--- src/rtl/regfile_responder.sv ---
// regfile_responder: register file with one write port and in-order tagged read responses through a ready/valid FIFO
module regfile_responder #(
  parameter int BUS_WIDTH  = 32,
  parameter int ADDR_WIDTH = 5,
  parameter int RESP_DEPTH = 2
) (
  input  logic                  clk,
  input  logic                  rst,
  input  logic [ADDR_WIDTH-1:0] rs_addr,
  input  logic                  rs_addr_sel,
  input  logic                  rs_addr_valid,
  output logic                  rs_addr_ready,
  input  logic [ADDR_WIDTH-1:0] rd_addr,
  input  logic [BUS_WIDTH-1:0]  rd_data,
  input  logic                  rd_we,
  output logic [BUS_WIDTH-1:0]  rs_data,
  output logic                  rs_data_sel,
  output logic                  rs_data_valid,
  input  logic                  rs_data_ready
);
  localparam int NUM_REGS = 2 ** ADDR_WIDTH;
  localparam int PW = $clog2(RESP_DEPTH);
  localparam int CW = PW + 1;
  logic [BUS_WIDTH-1:0]  regs [NUM_REGS];
  logic [BUS_WIDTH-1:0]  fifo_data [RESP_DEPTH];
  logic [RESP_DEPTH-1:0] fifo_sel;
  logic [PW-1:0]         wptr, rptr;
  logic [CW-1:0]         count;
  logic [BUS_WIDTH-1:0]  rdata;
  logic                  push, pop;
  assign rs_addr_ready = count != CW'(RESP_DEPTH);
  assign rs_data_valid = count != '0;
  assign push = rs_addr_valid && rs_addr_ready;
  assign pop = rs_data_valid && rs_data_ready;
  assign rs_data = fifo_data[rptr];
  assign rs_data_sel = fifo_sel[rptr];
  // write-first: a same-cycle write to the requested register is forwarded
  always_comb rdata = rs_addr == '0 ? '0 : (rd_we && rd_addr == rs_addr) ? rd_data : regs[rs_addr];
  always_ff @(posedge clk or posedge rst)
    if (rst) begin
      for (int i = 0; i < NUM_REGS; i++) regs[i] <= '0;
    end else if (rd_we && rd_addr != '0) begin
      regs[rd_addr] <= rd_data;
    end
  always_ff @(posedge clk or posedge rst)
    if (rst) begin
      for (int i = 0; i < RESP_DEPTH; i++) fifo_data[i] <= '0;
      fifo_sel <= '0;
      wptr <= '0;
      rptr <= '0;
      count <= '0;
    end else begin
      if (push) begin
        fifo_data[wptr] <= rdata;
        fifo_sel[wptr] <= rs_addr_sel;
        wptr <= wptr + PW'(1);
      end
      if (pop) rptr <= rptr + PW'(1);
      count <= count + CW'(push) - CW'(pop);
    end
endmodule

--- config.mk ---
export PLATFORM = sky130hd
export DESIGN_NAME = regfile_responder
export DESIGN_NICKNAME = d
export VERILOG_FILES = /design/src/rtl/regfile_responder.sv
export SDC_FILE = /design/constraint.sdc
export NUM_CORES = 2
export LEC_CHECK = 0
export CAP_MARGIN = 40
export CORE_ASPECT_RATIO = 0.8
export CORE_UTILIZATION = 45
export CTS_CLUSTER_DIAMETER = 150
export DETAILED_ROUTE_END_ITERATION = 8
export PLACE_DENSITY = 0.7
export SLEW_MARGIN = 20
export SYNTH_ARGS = -nofsm -noshare
export SYNTH_HDL_FRONTEND = slang
export SYNTH_SLANG_ARGS = --single-unit
--- constraint.sdc ---
create_clock -name clk -period 47.2 [get_ports clk]
set_input_delay 4.72 -clock clk [delete_from_list [all_inputs] [get_ports clk]]
set_output_delay 4.72 -clock clk [all_outputs]
set_load 0.005 [all_outputs]
==> flow_summary.json <==
{
  "grt_max_degree": 167,
  "coreArea_um2": 109000,
  "stdcell_count": 4891,
  "combPwrFrac": 0.199,
  "seq_power_share": 0.461,
  "areaGrowthSynthToFinish_pct": 12.7,
  "rsz0062_at_grt": "no",
  "tightest_slew_ns": 0.953,
  "cts.sinks": 1094,
  "ys.flop_type": "dfrtp_1",
  "cp_max_fo": 63,
  "slowest_delay_ns": 0.68,
  "reg2reg_depth": 5,
  "clkTransAtPathRegs_ns": 0.06,
  "power_frac_clock": 0.339,
  "yosysWarningCount": 0,
  "finalClockSkew_ns": 0.0342,
  "holdBufCountCts": 0,
  "fp.dieArea_um2": 112000,
  "wl_per_cell_um": 27.4,
  "timing.setup.tns_ns": 0,
  "synth_common_cells": "mux2_2, dfrtp_1, clkbuf_1",
  "wirelength_um": 134000,
  "period_share": 0.173,
  "start_util": 0.457,
  "root_buffer": "clkbuf_16",
  "h-tree-depth": 3,
  "io_pins": 83,
  "fmax_mhz": 123,
  "crit_type": "input port to flip-flop",
  "crit_buf_inv": 5,
  "syn_inst": 3410,
  "cts_tree": "built",
  "gr-total-overflow": 0,
  "final_max_slew_viol_count": 0,
  "yosysMostFrequentCell": "mux2_2",
  "cts_buffer_depth": 3,
  "cp-start-kind": "input port",
  "leakage_nw": 25.4,
  "synth_top_area_share": 0.548,
  "finalHoldViolations": 0,
  "postSynthAreaPerCell_um2": 14.7,
  "crit_top_cell": "buf_4",
  "r2r_slack_ns": 44.59,
  "status": "complete, no violations",
  "layout_min_cycle_time_ns": 8.16,
  "synth_enable_flop_cells": 0,
  "finalNetCount": 3426,
  "grt_pass1_wl_um": 203000,
  "p_switching_mw": 0.702,
  "synthTopCellsByArea": "dfrtp_1, mux2_2, mux4_2",
  "routed_via_density": 6.05,
  "place_area_um2": 52400,
  "antenna_found_initial": 11,
  "routabilityCongestion": 0.788,
  "peakVddDrop_mv": 0.0459,
  "cts_buffers": 109,
  "post_cts_resized": 0,
  "ys_async_sr_fraction": 1.00,
  "crit_path_start": "rs_addr[2]",
  "switching_share": 0.264,
  "grt_pass1_vias": 30400,
  "io_buffers": 82,
  "synth_top_area_cell": "dfrtp_1",
  "ys_types": 52,
  "die_w_um": 375,
  "insertion_delay_ns": 0.69,
  "critPathArrivalTime_ns": 8.75,
  "route.detailed.drc": 0,
  "dpl.cell_count": 4689,
  "critical_path_required_ns": 47.80,
  "maxCapViolations": 0,
  "layout-drive-gt1-share": 0.473,
  "drtAntennaViolNets": 0,
  "dr.pass1.iters": 6,
  "cp.depth": 11,
  "setup_viol": 0,
  "grtUsageTotal": 0.241,
  "hp-class": "flip-flop to flip-flop",
  "cts_setup_buffers": 0,
  "fin_area_um2": 56300,
  "syn-num-nets": 3460,
  "intPower_mw": 1.95,
  "dr.first_iter.drc_count": 2465,
  "slew_headroom": 0.365,
  "path_cells": "buf_8 > buf_4 > buf_4 > buf_16 > buf_4 > mux2i_1 > a22o_1 > a221oi_1 > o22ai_1 > o31a_1 > o21ai_1",
  "p_per_area_nw_per_um2": 47.2,
  "die_y_um": 300,
  "row_count": 108,
  "worst_setup_path_end_kind": "flip-flop",
  "crit_family": "buffers and inverters",
  "ys_seq_elements": 1094,
  "seq_area_frac_synth": 0.548,
  "dpl.hpwl_um": 76400,
  "vias": 29600,
  "r2r-start": "count[1]$_DFF_PP0_",
  "syn_area_um2": 50000,
  "r2r_end": "fifo_data[3]$_DFFE_PP0P_",
  "cp_slowest_cell": "buf_4",
  "worstSetupEndpoint": "fifo_data[58]$_DFFE_PP0P_"
}
## how the worst min path moves through the flow
stage,from,end,cells past startpoint
5_1_grt,regs[1011]$_DFFE_PP0P_,regs[1011]$_DFFE_PP0P_,0
4_1_cts,regs[1006]$_DFFE_PP0P_,regs[1006]$_DFFE_PP0P_,0
6_report,regs[996]$_DFFE_PP0P_,regs[996]$_DFFE_PP0P_,0
2_1_floorplan,regs[1001]$_DFFE_PP0P_,regs[1001]$_DFFE_PP0P_,1
3_5_place_dp,regs[1015]$_DFFE_PP0P_,regs[1015]$_DFFE_PP0P_,0
3_3_place_gp,regs[1017]$_DFFE_PP0P_,regs[1017]$_DFFE_PP0P_,0
## cell usage in the layout, fill, tap and decap left out, drive strengths merged, types with 4 or more instances in the layout
master	n
mux2	1145
dfrtp	1094
mux2i	176
clkbuf	154
mux4	145
buf	124
clkdlybuf4s50	79
nand2	79
o22ai	70
nor2	65
o21ai	49
a221oi	38
a22o	37
clkinv	24
o211ai	23
a22oi	19
nor3	18
a21oi	13
bufinv	10
o31a	9
and3	8
xnor2	7
inv	7
a211oi	6
o31ai	6
nand3b	6
or2	6
nand3	5
nor3b	5
nand2b	5
nor2b	5
clkinvlp	4
## routing by layer
layer | GRT usage | routed length, um | share of wire | up-vias
li1 | - | - | - | 12500
met1 | 0.364 | 63200 | 0.47 | 16000
met2 | 0.348 | 57700 | 0.43 | 892
met3 | 0.0575 | 9920 | 0.074 | 193
met4 | 0.0606 | 2970 | 0.022 | 4
met5 | 0 | 26 | 0.00019 | -
## area by class of cell
type	count	area, um^2
clock inverter	41	502
inverter	4	22.5
fill	9080	53000
tap	1430	1790
clock buffer	154	3220
multi-input combinational	1964	21200
antenna	1	2.50
sequential	1094	27400
timing repair buffer	203	2200
## registers in the layout, indices dropped and copies added, names as in the netlist
signal     cells
fifo_sel       2
regs        1024
wptr           1
count          2
rptr           1
fifo_data     64
## through the flow
step                      total power [mW]  worst slack, ns  utilization  hold WS (ns)
after floorplan                       1.58            11.68            -         0.425
after global placement                1.74            38.12        0.474         0.361
after detailed placement              1.76            38.08        0.480         0.364
after CTS                             2.67            38.81        0.514         0.378
after global routing                  2.78            38.70        0.515         0.385
final                                 2.66            39.04        0.515         0.373
## power groups by stage
stage / sequential (mW) / clock (mW) / combinational, mW
2_1_floorplan: 1.21 / 0 / 0.368
3_3_place_gp: 1.23 / 0 / 0.508
3_5_place_dp: 1.24 / 0 / 0.526
4_1_cts: 1.22 / 0.917 / 0.529
5_1_grt: 1.25 / 0.955 / 0.572
6_report: 1.23 / 0.902 / 0.529
## logic make-up (layout without fill, tap and decap cells)
group / after synthesis / after routing / share of synthesized area
simple gates: 213 / 213 / 0.0195
fa+ha+maj: 2 / 2 / 0.000501
other cells: 0 / 1 / 0
mux: 1466 / 1466 / 0.359
buf+inv: 352 / 402 / 0.0322
flops: 1094 / 1094 / 0.548
xor+xnor: 8 / 8 / 0.00140
compound gates: 275 / 275 / 0.0391
No activity file was read; power rests on OpenSTA's default activity.
